==> src/rtl/div_pkg.sv <==
// Shared widths and FSM state encoding for the sequential 32/16 divider.
// Latency: none (declarations only).
// Backpressure: not applicable.
package div_pkg;

    localparam int unsigned DIVIDEND_W = 32;
    localparam int unsigned DIVISOR_W  = 16;
    localparam int unsigned CNT_W      = 5;

    typedef enum logic [1:0] {
        IDLE  = 2'd0,
        CALC  = 2'd1,
        DZERO = 2'd2
    } state_t;

endpackage

==> src/rtl/div_step.sv <==
// One restoring-division step: shift in a dividend bit, compare, subtract, emit quotient bit.
// Latency: purely combinational.
// Backpressure: none; evaluated every cycle the parent chooses to use it.
module div_step
    import div_pkg::*;
(
    input  logic [DIVISOR_W:0]   rem_in,
    input  logic                 bit_in,
    input  logic [DIVISOR_W-1:0] divisor,
    output logic [DIVISOR_W:0]   rem_out,
    output logic                 q_bit
);

    logic [DIVISOR_W+1:0] rem_shift;
    logic [DIVISOR_W+1:0] diff;

    // Top bit of diff is the borrow whenever rem_shift fits below 2^17; a set
    // top bit of rem_shift always exceeds any 16-bit divisor.
    always_comb begin
        rem_shift = {rem_in, bit_in};
        diff      = rem_shift - {2'b00, divisor};
        q_bit     = rem_shift[DIVISOR_W+1] | ~diff[DIVISOR_W+1];
        rem_out   = q_bit ? diff[DIVISOR_W:0] : rem_shift[DIVISOR_W:0];
    end

endmodule

==> src/rtl/div32x16_seq.sv <==
// Sequential unsigned 32/16 restoring divider with zero-divisor handling.
// Latency: 16 cycles busy (a < 2^16), 32 cycles otherwise, 1 cycle for b==0; done pulses one cycle after.
// Backpressure: start is only accepted in IDLE; requests while busy are dropped.
module div32x16_seq
    import div_pkg::*;
(
    input  logic                  clk,
    input  logic                  reset,
    input  logic                  start,
    input  logic [DIVIDEND_W-1:0] a,
    input  logic [DIVISOR_W-1:0]  b,
    output logic                  busy,
    output logic                  done,
    output logic [DIVIDEND_W-1:0] quotient,
    output logic [DIVISOR_W-1:0]  remainder,
    output logic                  div_by_zero
);

    state_t                state;
    logic [DIVIDEND_W-1:0] a_reg;
    logic [DIVISOR_W-1:0]  b_reg;
    logic [DIVISOR_W:0]    rem_reg;
    logic [CNT_W-1:0]      cnt;

    logic [DIVISOR_W:0]    rem_next;
    logic                  q_bit;

    div_step u_step (
        .rem_in  (rem_reg),
        .bit_in  (a_reg[cnt]),
        .divisor (b_reg),
        .rem_out (rem_next),
        .q_bit   (q_bit)
    );

    // Control FSM plus datapath registers; all outputs are registered here.
    always_ff @(posedge clk or posedge reset) begin
        if (reset) begin
            state       <= IDLE;
            a_reg       <= '0;
            b_reg       <= '0;
            rem_reg     <= '0;
            cnt         <= '0;
            busy        <= 1'b0;
            done        <= 1'b0;
            quotient    <= '0;
            remainder   <= '0;
            div_by_zero <= 1'b0;
        end else begin
            done <= 1'b0;
            case (state)
                IDLE: begin
                    if (start) begin
                        a_reg <= a;
                        busy  <= 1'b1;
                        if (b != '0) begin
                            b_reg       <= b;
                            rem_reg     <= '0;
                            quotient    <= '0;
                            div_by_zero <= 1'b0;
                            // Small dividends skip the all-zero upper half.
                            cnt         <= (a[DIVIDEND_W-1:DIVISOR_W] == '0) ? CNT_W'(15) : CNT_W'(31);
                            state       <= CALC;
                        end else begin
                            state <= DZERO;
                        end
                    end
                end
                CALC: begin
                    rem_reg        <= rem_next;
                    remainder      <= rem_next[DIVISOR_W-1:0];
                    quotient[cnt]  <= q_bit;
                    cnt            <= cnt - CNT_W'(1);
                    if (cnt == '0) begin
                        state <= IDLE;
                        busy  <= 1'b0;
                        done  <= 1'b1;
                    end
                end
                DZERO: begin
                    quotient    <= '1;
                    remainder   <= a_reg[DIVISOR_W-1:0];
                    div_by_zero <= 1'b1;
                    state       <= IDLE;
                    busy        <= 1'b0;
                    done        <= 1'b1;
                end
                default: begin
                    state <= IDLE;
                    busy  <= 1'b0;
                end
            endcase
        end
    end

endmodule

==> config.mk <==
export PLATFORM = sky130hd
export DESIGN_NAME = div32x16_seq
export DESIGN_NICKNAME = d
export VERILOG_FILES = /design/src/rtl/div_pkg.sv /design/src/rtl/div_step.sv /design/src/rtl/div32x16_seq.sv
export SDC_FILE = /design/constraint.sdc
export NUM_CORES = 1
export LEC_CHECK = 0
export CELL_PAD_IN_SITES_DETAIL_PLACEMENT = 2
export CELL_PAD_IN_SITES_GLOBAL_PLACEMENT = 2
export CORE_MARGIN = 10
export CORE_UTILIZATION = 31
export CTS_CLUSTER_DIAMETER = 200
export CTS_CLUSTER_SIZE = 20
export DETAILED_ROUTE_END_ITERATION = 10
export PLACE_DENSITY_LB_ADDON = 0.1
export SLEW_MARGIN = 20
export SYNTH_ARGS = -nofsm -noshare
export SYNTH_HDL_FRONTEND = slang
export SYNTH_SLANG_ARGS = --single-unit
==> constraint.sdc <==
create_clock -name clk -period 3.9 [get_ports clk]
set_input_delay 0.78 -clock clk [delete_from_list [all_inputs] [get_ports clk]]
set_output_delay 0.78 -clock clk [all_outputs]
set_load 0.02 [all_outputs]
Yosys cells after proc, flatten, opt, wreduce, memory -nomap -nowiden
Index checks and enable logic that the tools add are counted.

storage, ports and cells
  flip-flop bits (word level) = 123
  input bits = 51
  output and inout bits = 51

operators by class
  add/sub/neg operators = 2
  order comparisons = 2
  equal/unequal tests = 5
  mux-type cells = 29
  bitwise operators = 2
  reduce and logical (&&, ||, !) cells = 15

operator list
  operator             number
  $pmux 32 s3          1
  $mux 32              2
  $mux 17              3
  $pmux 17 s2          1
  $bwmux 32            1
  $pmux 16 s2          1
  $sub 18x16->18       1
  $logic_not 16->1     1
  $reduce_bool 16->1   1
  $mux 5               3
  $reduce_and 3->1     4
  $pmux 5 s2           1
  $mux 1               7
  $lt 5x6->1 const B   1
  $mux 2               3
  $ne 2x2->1 const B   3
  $pmux 1 s2           3
  $reduce_bool 2->1    3
  $bmux 1 s5           1
  $demux 1 s5          1
  $ge 5x1->1 const B   1
  $logic_not 5->1      1
  $sub 5x1->5 const B  1
  $pmux 2 s2           1
  other kinds (8)      9

Logic depth before layout (Yosys ltp)
Gate-level depths: netlist of run 1.

  word-level depth = 7
  gate-level depth with buffers = 16
  depth with buffers taken out = 15

By module
From an unflattened synthesis of run 1, not the netlist that was laid out.

second synthesis, totals
  cells, all modules = 676
  area, all modules = 7116.8 um2

modules (own cells, without submodules)
  module        times used  cells an instance  area an instance (um2)  sequential area each (um2)
  div32x16_seq  1           524                5972.0                  3078.0
  div_step      1           152                1144.8                  0.0

Worst setup path after synthesis of run 1
No wires, ideal clock.

  path kind = flip-flop to flip-flop
  start = register cnt[0]
  end = register rem_reg[16]
  setup time = 126 ps
  arrival time = 3401 ps
  path slack = 373 ps
  stages on the path, launching flop included = 17
  clock period less this slack = 3527 ps
  path through = dfrtp_1 buf_4 inv_1 a2111oi_0 a311oi_1 and3_1 a211oi_1 ha_1 inv_1 fa_1 a211oi_1 o21ai_0 nand2_1 o21ai_0 a221oi_1 nor2_1 a221o_1

between the ends
  longest elaborated chain between the ends = 7

ends and longest elaborated chain
  element                         line                source
  start, declared                 div32x16_seq.sv:23  logic [CNT_W-1:0] cnt;
  start signal, assigned          div32x16_seq.sv:62  cnt <= (a[DIVIDEND_W-1:DIVISOR_W] == '0) ? CNT_W'(15) : CNT_W'(31);
  start signal, assigned          div32x16_seq.sv:73  cnt <= cnt - CNT_W'(1);
  $bmux 1 s5 *                    div32x16_seq.sv:30  .bit_in (a_reg[cnt]),
  $mux 1 (not written as such) *  div32x16_seq.sv:30
  $sub 18x16->18 *                div_step.sv:21      diff = rem_shift - {2'b00, divisor};
  $not 1->1                       div_step.sv:22      q_bit = rem_shift[DIVISOR_W+1] | ~diff[DIVISOR_W+1];
  $or 1x1->1                      div_step.sv:22
  $mux 17 *                       div_step.sv:23      rem_out = q_bit ? diff[DIVISOR_W:0] : rem_shift[DIVISOR_W:0];
  $pmux 17 s2 *                   div32x16_seq.sv:51  case (state)
  end signal, assigned            div32x16_seq.sv:70  rem_reg <= rem_next;
  end, declared                   div32x16_seq.sv:22  logic [DIVISOR_W:0] rem_reg;

Every way passes the cells marked *; elsewhere a longest branch is shown, timed or not. The select of a mux whose other input is x is not followed.
A chain may end at the register's enable or synchronous reset.

Worst setup path after layout of run 1
  start = register cnt[0]
  end = register remainder[14]

between the ends
  longest elaborated chain between the ends = 7

ends and longest elaborated chain
  element                         line                source
  $bmux 1 s5 *                    div32x16_seq.sv:30
  $mux 1 (not written as such) *  div32x16_seq.sv:30
  $sub 18x16->18 *                div_step.sv:21
  $not 1->1                       div_step.sv:22
  $or 1x1->1                      div_step.sv:22
  $mux 17 *                       div_step.sv:23
  $pmux 16 s2 *                   div32x16_seq.sv:51
  end signal, assigned            div32x16_seq.sv:71  remainder <= rem_next[DIVISOR_W-1:0];
  end signal, assigned            div32x16_seq.sv:82  remainder <= a_reg[DIVISOR_W-1:0];
  end, declared                   div32x16_seq.sv:15  output logic [DIVISOR_W-1:0] remainder,

Marks and branches as above.

==> qor.txt, run 1 <==
status: complete, no violations
# rows: 53
largest net degree at the start of global routing: 124
post-synthesis cell type count: 66
Post-Synthesis Cells: 704
register bit total from synthesis: 123
port bufs: 101
crit end category: register
Max Slew Vio Count: 0
width of the die: 167 um
Hold Vio Cnt, Final: 0
worst-margin pin slew: 883 ps
crit path cell chain: buf_6 -> mux4_2 -> nand3_2 -> nand3_2 -> a211oi_2 -> buf_4 -> ha_4 -> inv_2 -> fa_2 -> a211oi_2 -> buf_4 -> o21ai_4 -> a32oi_2 -> mux2i_1 -> a221oi_2 -> mux2i_1 -> o221ai_1
hold wc startpoint: a_reg[26]
Hold EP: a_reg[26]
crit path kind: register to register
root buf cell: clkbuf_16
Post-Route WL: 23.8 mm
Die Ht: 167 um
R2R cell count: 17
Crit path arrival time: 4080 ps
H-tree levels: 4
Achievable Freq: 263 MHz
first-pass GRT wire length: 38.3 mm
syn avg cell area: 9.55 um2
GR Util All Layers: 16.8%
ys flop type: dfrtp_1
gpl congestion: 0.868
core area: 21200 um2
R2R setup slack: 90 ps
Startpoint Class: register
die area: 28000 um2
Worst-Skew Late Latency: 430 ps
Syn. warnings: 0
clk slew on worst S/H paths: 60 ps
kind of cell adding the most delay to the critical path: compound AO/OA/AOI/OAI gates
worst-path maximum fanout: 8
Post-Layout Inst Area: 8880 um2
Wirelength per Cell: 21.6 um
Hold Buf Count CTS: 0
CTS Sinks: 123
synthesized cell area: 6730 um2
fillers: 2226
initial antenna violation count: 0
vias in the first global route: 6689
period utilization: 97.6%
placed standard-cell area: 8110 um2
Rel. slew slack: 41.1%
Synth Net Count: 780
min-delay worst type: register to register
setup tns final: 0 ps
Final HPWL DP: 17.2 mm
Seq/Total Area, Yosys: 45.8%
DR vias: 5900
VDD IR max: 0.355 mV
CTS tree: yes
Via density: 5.36
ANT nets after route: 0
aggregate global routing overflow: 0
unrepaired setup endpoints after global routing: yes
DR DRC count: 0
proportion of layout cells with a drive suffix above 1: 17.5%
Ports: 102
fin nets: 889
FF-to-FF End: remainder[14]
crit path time final: 3810 ps
DR iter-0 viols: 266
RR Startpoint: cnt[0]
Worst path slowest cell: mux4_2
Starting Density: 31.8%
EDFF count, synth: 0
ys async rst share: 100%
P_leak: 3.71 nW
Crit path required time: 4170 ps
TritonCTS Buffers: 17
Hold Crit Depth: 1
worst path bufs/invs: 4
buffer depth of the longest clock path: 2
PD cells: 874 nW/um2
Setup Skew: 9.41 ps
number of max-cap violations: 0
# setup viols final: 0
DR pass1 iterations: 4
Critical Path Max Stage Delay: 520 ps
Diodes inserted: 0
Area growth syn-to-layout: 32.0%
==> routing by layer <==
metal	global-route usage [%]	up-vias	wire [um]
li1	-	2742	-
met5	0	-	0
met3	3.91	29	928
met1	21.1	3021	10800
met4	5.64	0	440
met2	27.8	108	11600
==> worst max-delay path by stage <==
| stage | cells past startpoint | endpoint | start | slack [ps] |
|---|---|---|---|---|
| 3_3_place_gp | 16 | remainder[14] | cnt[0] | 30 |
| 4_1_cts | 16 | remainder[14] | cnt[0] | 8 |
| 5_1_grt | 17 | remainder[14] | cnt[0] | -140 |
| 6_report | 17 | remainder[14] | cnt[0] | 90 |
| 3_5_place_dp | 17 | rem_reg[16] | cnt[0] | -270 |
| 2_1_floorplan | 16 | rem_reg[16] | cnt[0] | 370 |
==> layout make-up <==
| class | count | area [um2] | area share [%] |
|---|---|---|---|
| clock buffer | 19 | 443 | 4.99 |
| clock inverter | 12 | 149 | 1.68 |
| inverter | 30 | 116 | 1.31 |
| multi-input combinational | 505 | 3430 | 38.6 |
| sequential | 123 | 3080 | 34.7 |
| tap | 275 | 344 | 3.88 |
| timing repair buffer | 136 | 1310 | 14.8 |
==> cells in the final DEF, fill, tap and decap left out, drive strengths merged, types with 4 or more instances in the layout <==
cell type / count
and2: 5
nor3: 5
o22ai: 31
xnor2: 7
nand2: 86
buf: 35
a21oi: 57
nor2: 44
inv: 29
clkinvlp: 5
o21ai: 69
nor2b: 14
mux4: 4
a22o: 4
nor4: 9
dfrtp: 123
a21o: 6
nand3: 27
clkbuf: 19
a2111oi: 4
mux2i: 21
clkinv: 5
nand4: 4
nand3b: 4
mux2: 34
clkdlybuf4s50: 101
a31oi: 4
nand2b: 4
ha: 24
==> cell usage after synthesis, types with 3 or more instances <==
| master | instances | area (um2) |
|---|---|---|
| mux2i_1 | 21 | 210 |
| nor3_1 | 5 | 25.0 |
| nor2b_1 | 14 | 87.6 |
| nand2_1 | 85 | 319 |
| buf_2 | 4 | 20.0 |
| mux2_2 | 34 | 383 |
| buf_1 | 3 | 11.3 |
| and2_1 | 4 | 25.0 |
| mux4_2 | 4 | 90.1 |
| clkbuf_1 | 33 | 124 |
| a211oi_1 | 3 | 22.5 |
| a21o_1 | 4 | 30.0 |
| or3_1 | 3 | 18.8 |
| xor2_1 | 3 | 26.3 |
| inv_1 | 30 | 113 |
| nand2b_1 | 3 | 18.8 |
| dfrtp_1 | 123 | 3080 |
| a22o_1 | 4 | 35.0 |
| a21oi_1 | 55 | 275 |
| o21ai_0 | 48 | 240 |
| ha_1 | 24 | 300 |
| o21ai_1 | 20 | 100 |
| nand4_1 | 4 | 25.0 |
| a31oi_1 | 4 | 25.0 |
| nand3_1 | 27 | 135 |
| buf_6 | 3 | 33.8 |
| o221ai_1 | 3 | 26.3 |
| a2111oi_0 | 3 | 26.3 |
| nor4_1 | 9 | 56.3 |
| o22ai_1 | 31 | 194 |
| and3_1 | 3 | 18.8 |
| xnor2_1 | 7 | 61.3 |
| nor2_1 | 44 | 165 |
| nand3b_1 | 4 | 30.0 |
==> worst register-to-register path, cell delays in order, from the launching register on <==
cell and delay (ps):
dfrtp_2 470, buf_6 130, mux4_2 530, nand3_2 100, nand3_2 80, a211oi_2 190, buf_4 170, ha_4 130
inv_2 40, fa_2 400, a211oi_2 240, buf_4 170, o21ai_4 50, a32oi_2 290, mux2i_1 270, a221oi_2 60
mux2i_1 190, o221ai_1 150
==> power breakdown <==
part	leakage [nW]	internal [W]	switching [W]	total, W
registers	1.54	0.00170	0.000336	0.00203
clock network	0.281	0.00101	0.000609	0.00162
logic	1.89	0.00177	0.00234	0.00411
==> cell families (layout without fill, tap and decap cells) <==
kind of cell | after synthesis | after routing | synth area share, %
adder cells (fa/ha/maj) | 25 | 25 | 4.76
AND/OR/NAND/NOR | 212 | 212 | 14.7
buffers and inverters | 76 | 197 | 4.97
AO/OA/AOI/OAI | 199 | 199 | 18.3
XOR/XNOR | 10 | 10 | 1.30
multiplexers | 59 | 59 | 10.2
flip-flops | 123 | 123 | 45.8
==> metrics by stage <==
stage / instances / power, W / hold WS, ps / util [%] / setup slack, ps
6_report: 1100 / 0.00776 / 512 / 42.0 / 94.9
5_1_grt: 1100 / 0.00833 / 525 / 42.0 / -139
4_1_cts: 1094 / 0.00765 / 516 / 41.3 / 7.70
3_5_place_dp: 1063 / 0.00589 / 502 / 38.4 / -274
3_3_place_gp: 1063 / 0.00568 / 486 / 38.4 / 27.0
2_1_floorplan: 704 / 0.00452 / 471 / - / 373
==> timing repair <==
item | in CTS | in global routing
setup buffers | 0 | 6
pin swaps | 1 | 12
setup endpoints to repair | 7 | 7
gates resized for setup | 11 | 23
cloned | 0 | 0
Power figures use the tool's default switching activity.
==> inputs of run 2 (changes only) <==
- CORE_UTILIZATION: 31 -> 37
- clock period: 3.9 -> 4.5 ns (I/O delays scaled with it)
==> run 2 against run 1 <==
  * Worst hold slack better by 5.4 ps
  * Worst setup slack better by 180 ps
  * Routed wire length is 0.33% lower
  * Total power is 16% lower
  * Global-route usage is 3.0 points higher
  * Via count is 0.83% lower
  * Register-to-register slack better by 180 ps
  * Final area is 3.4% lower
  * Critical path type unchanged
  * Critical endpoint is now rem_reg[16]
  * Largest power group unchanged
==> qor.txt, run 2 (synthesis results as in run 1) <==
P_leak: 3.62 nW (-2.4%)
Ports: 102 (unchanged)
DR vias: 5851 (-0.83%)
root buf cell: clkbuf_16
Post-Layout Inst Area: 8580 um2 (-3.4%)
ANT nets after route: 0 (unchanged)
status: complete, no violations
CP startpoint: cnt[4]
Diodes inserted: 0 (unchanged)
Crit path arrival time: 4540 ps (+460 ps)
Via density: 5.65 (+5.4%)
largest net degree at the start of global routing: 68 (-45%)
Starting Density: 37.6% (+5.8 points)
number of max-cap violations: 0 (unchanged)
hold wc startpoint: a_reg[28]
CTS Sinks: 123 (unchanged)
worst hold slack: 517 ps (+5.38 ps)
Wirelength per Cell: 22.9 um (+5.9%)
FF-to-FF End: rem_reg[16]
crit path time final: 4230 ps (+424 ps)
H-tree levels: 4 (unchanged)
GR Util All Layers: 19.8% (+3.0 points)
Area growth syn-to-layout: 27.6%
CTS tree: yes
Achievable Freq: 236 MHz (-10%)
core area: 17900 um2 (-15%)
DR DRC count: 0 (unchanged)
period utilization: 94.0% (-3.6 points)
Crit path required time: 4810 ps (+640 ps)
Final HPWL DP: 16.9 mm (-2.0%)
worst-path maximum fanout: 8 (unchanged)
RR Startpoint: cnt[4]
first-pass GRT wire length: 38.3 mm (about the same)
clk slew on worst S/H paths: 60 ps (about the same)
buffer depth of the longest clock path: 2 (unchanged)
pre-CTS setup slack: -54.9 ps (+220 ps)
Hold Crit Depth: 1 (unchanged)
Critical Path Max Stage Delay: 500 ps (-20 ps)
kind of cell adding the most delay to the critical path: compound AO/OA/AOI/OAI gates
gpl congestion: 0.858 (-1.1%)
setup tns final: 0 ps (unchanged)
# rows: 49 (-7.5%)
Worst-Skew Late Latency: 430 ps (about the same)
DR pass1 iterations: 4 (unchanged)
min-delay worst type: register to register
DR iter-0 viols: 306 (+15%)
aggregate global routing overflow: 0 (unchanged)
Rel. slew slack: 32.0% (-9.1 points)
Post-Route WL: 23.7 mm (-0.33%)
crit path kind: register to register
# setup viols final: 0 (unchanged)
width of the die: 155 um (-7.5%)
GR Util met1: 25.0% (+3.9 points)
Hold Vio Cnt, Final: 0 (unchanged)
initial antenna violation count: 0 (unchanged)
Hold EP: a_reg[28]
Die Ht: 155 um (-7.5%)
port bufs: 101 (unchanged)
vias in the first global route: 6722 (+0.49%)
worst-margin pin slew: 1020 ps (+135 ps)
worst path bufs/invs: 2 (-2)
crit path setup slack, layout: 270 ps (+176 ps)
Hold Buf Count CTS: 0 (unchanged)
met2 Use GR: 33.0% (+5.2 points)
Worst path slowest cell: dfrtp_1
die area: 24000 um2 (-14%)
TritonCTS Buffers: 17 (unchanged)
placed standard-cell area: 7940 um2 (-2.2%)
fillers: 1867 (-16%)
crit path cell chain: inv_1 -> a2111oi_1 -> a311oi_1 -> and3_1 -> a211oi_2 -> ha_1 -> inv_1 -> fa_1 -> a211oi_2 -> o21ai_0 -> nand2_1 -> o21ai_0 -> a221oi_1 -> nor2_1 -> a221o_1
Setup Skew: 8.20 ps (-1.21 ps)
Startpoint Class: register
post-CTS setup buffers: 0 (unchanged)
commonest non-fill, non-tap cell in the layout: dfrtp_1
most frequent cells in the layout: 122 x dfrtp_1, 101 x clkdlybuf4s50_1, 85 x nand2_1
proportion of layout cells with a drive suffix above 1: 13.4% (-4.1 points)
fin nets: 869 (-2.2%)
Most Used Layer, Global Route: met2
R2R cell count: 15 (-2)
met3 Usage GRT: 3.97% (+0.056 points)
PD cells: 756 nW/um2 (-14%)
VDD IR max: 0.334 mV (-5.9%)
crit end category: register
R2R setup slack: 270 ps (+180 ps)
Max Slew Vio Count: 0 (unchanged)
## run 2: worst max path at each step
stage	to	cells past startpoint
4_1_cts	remainder[14]	15
3_3_place_gp	remainder[14]	14
2_1_floorplan	a_reg[0]	1
3_5_place_dp	remainder[14]	15
5_1_grt	rem_reg[16]	15
6_report	rem_reg[16]	15
## run 2: timing repair
action | in CTS | in global routing
resized for setup | 3 | 2
pin swaps | 0 | 0
cloned | 0 | 0
endpoints found under the setup margin | 3 | 3
## run 2: power breakdown
part	switching, W	internal, W	leakage (nW)
registers	0.000309	0.00147	1.54
logic	0.00192	0.00133	1.78
clock network	0.000557	0.000904	0.300
## run 2: through the flow
step	instances	util, %	total power (W)
global route	1035	47.9	0.00694
detailed placement	1003	44.3	0.00491
finish	1035	47.9	0.00648
global placement	1003	44.3	0.00476
floorplan	704	-	0.00391
CTS	1035	47.9	0.00650
## run 2: cell type report
cell class | count | area [um2] | area share (%)
inverters | 30 | 115 | 1.34
well taps | 229 | 287 | 3.34
flip-flops and latches | 123 | 3080 | 35.9
clock buffers | 19 | 453 | 5.28
repair buffers | 116 | 1140 | 13.2
clock inverters | 13 | 168 | 1.95
multi-input cells | 505 | 3340 | 38.9
## run 2: per-layer routing
layer	vias to the layer above	wire, um
li1	2693	-
met1	3001	10700
met2	121	11700
met3	36	863
met4	0	468
met5	-	0
==> inputs of run 3 (changes only) <==
- CTS_CLUSTER_DIAMETER: 200 -> not set
==> results of run 3 <==
No change in the layout: final DEF, timing and power equal those of run 2.
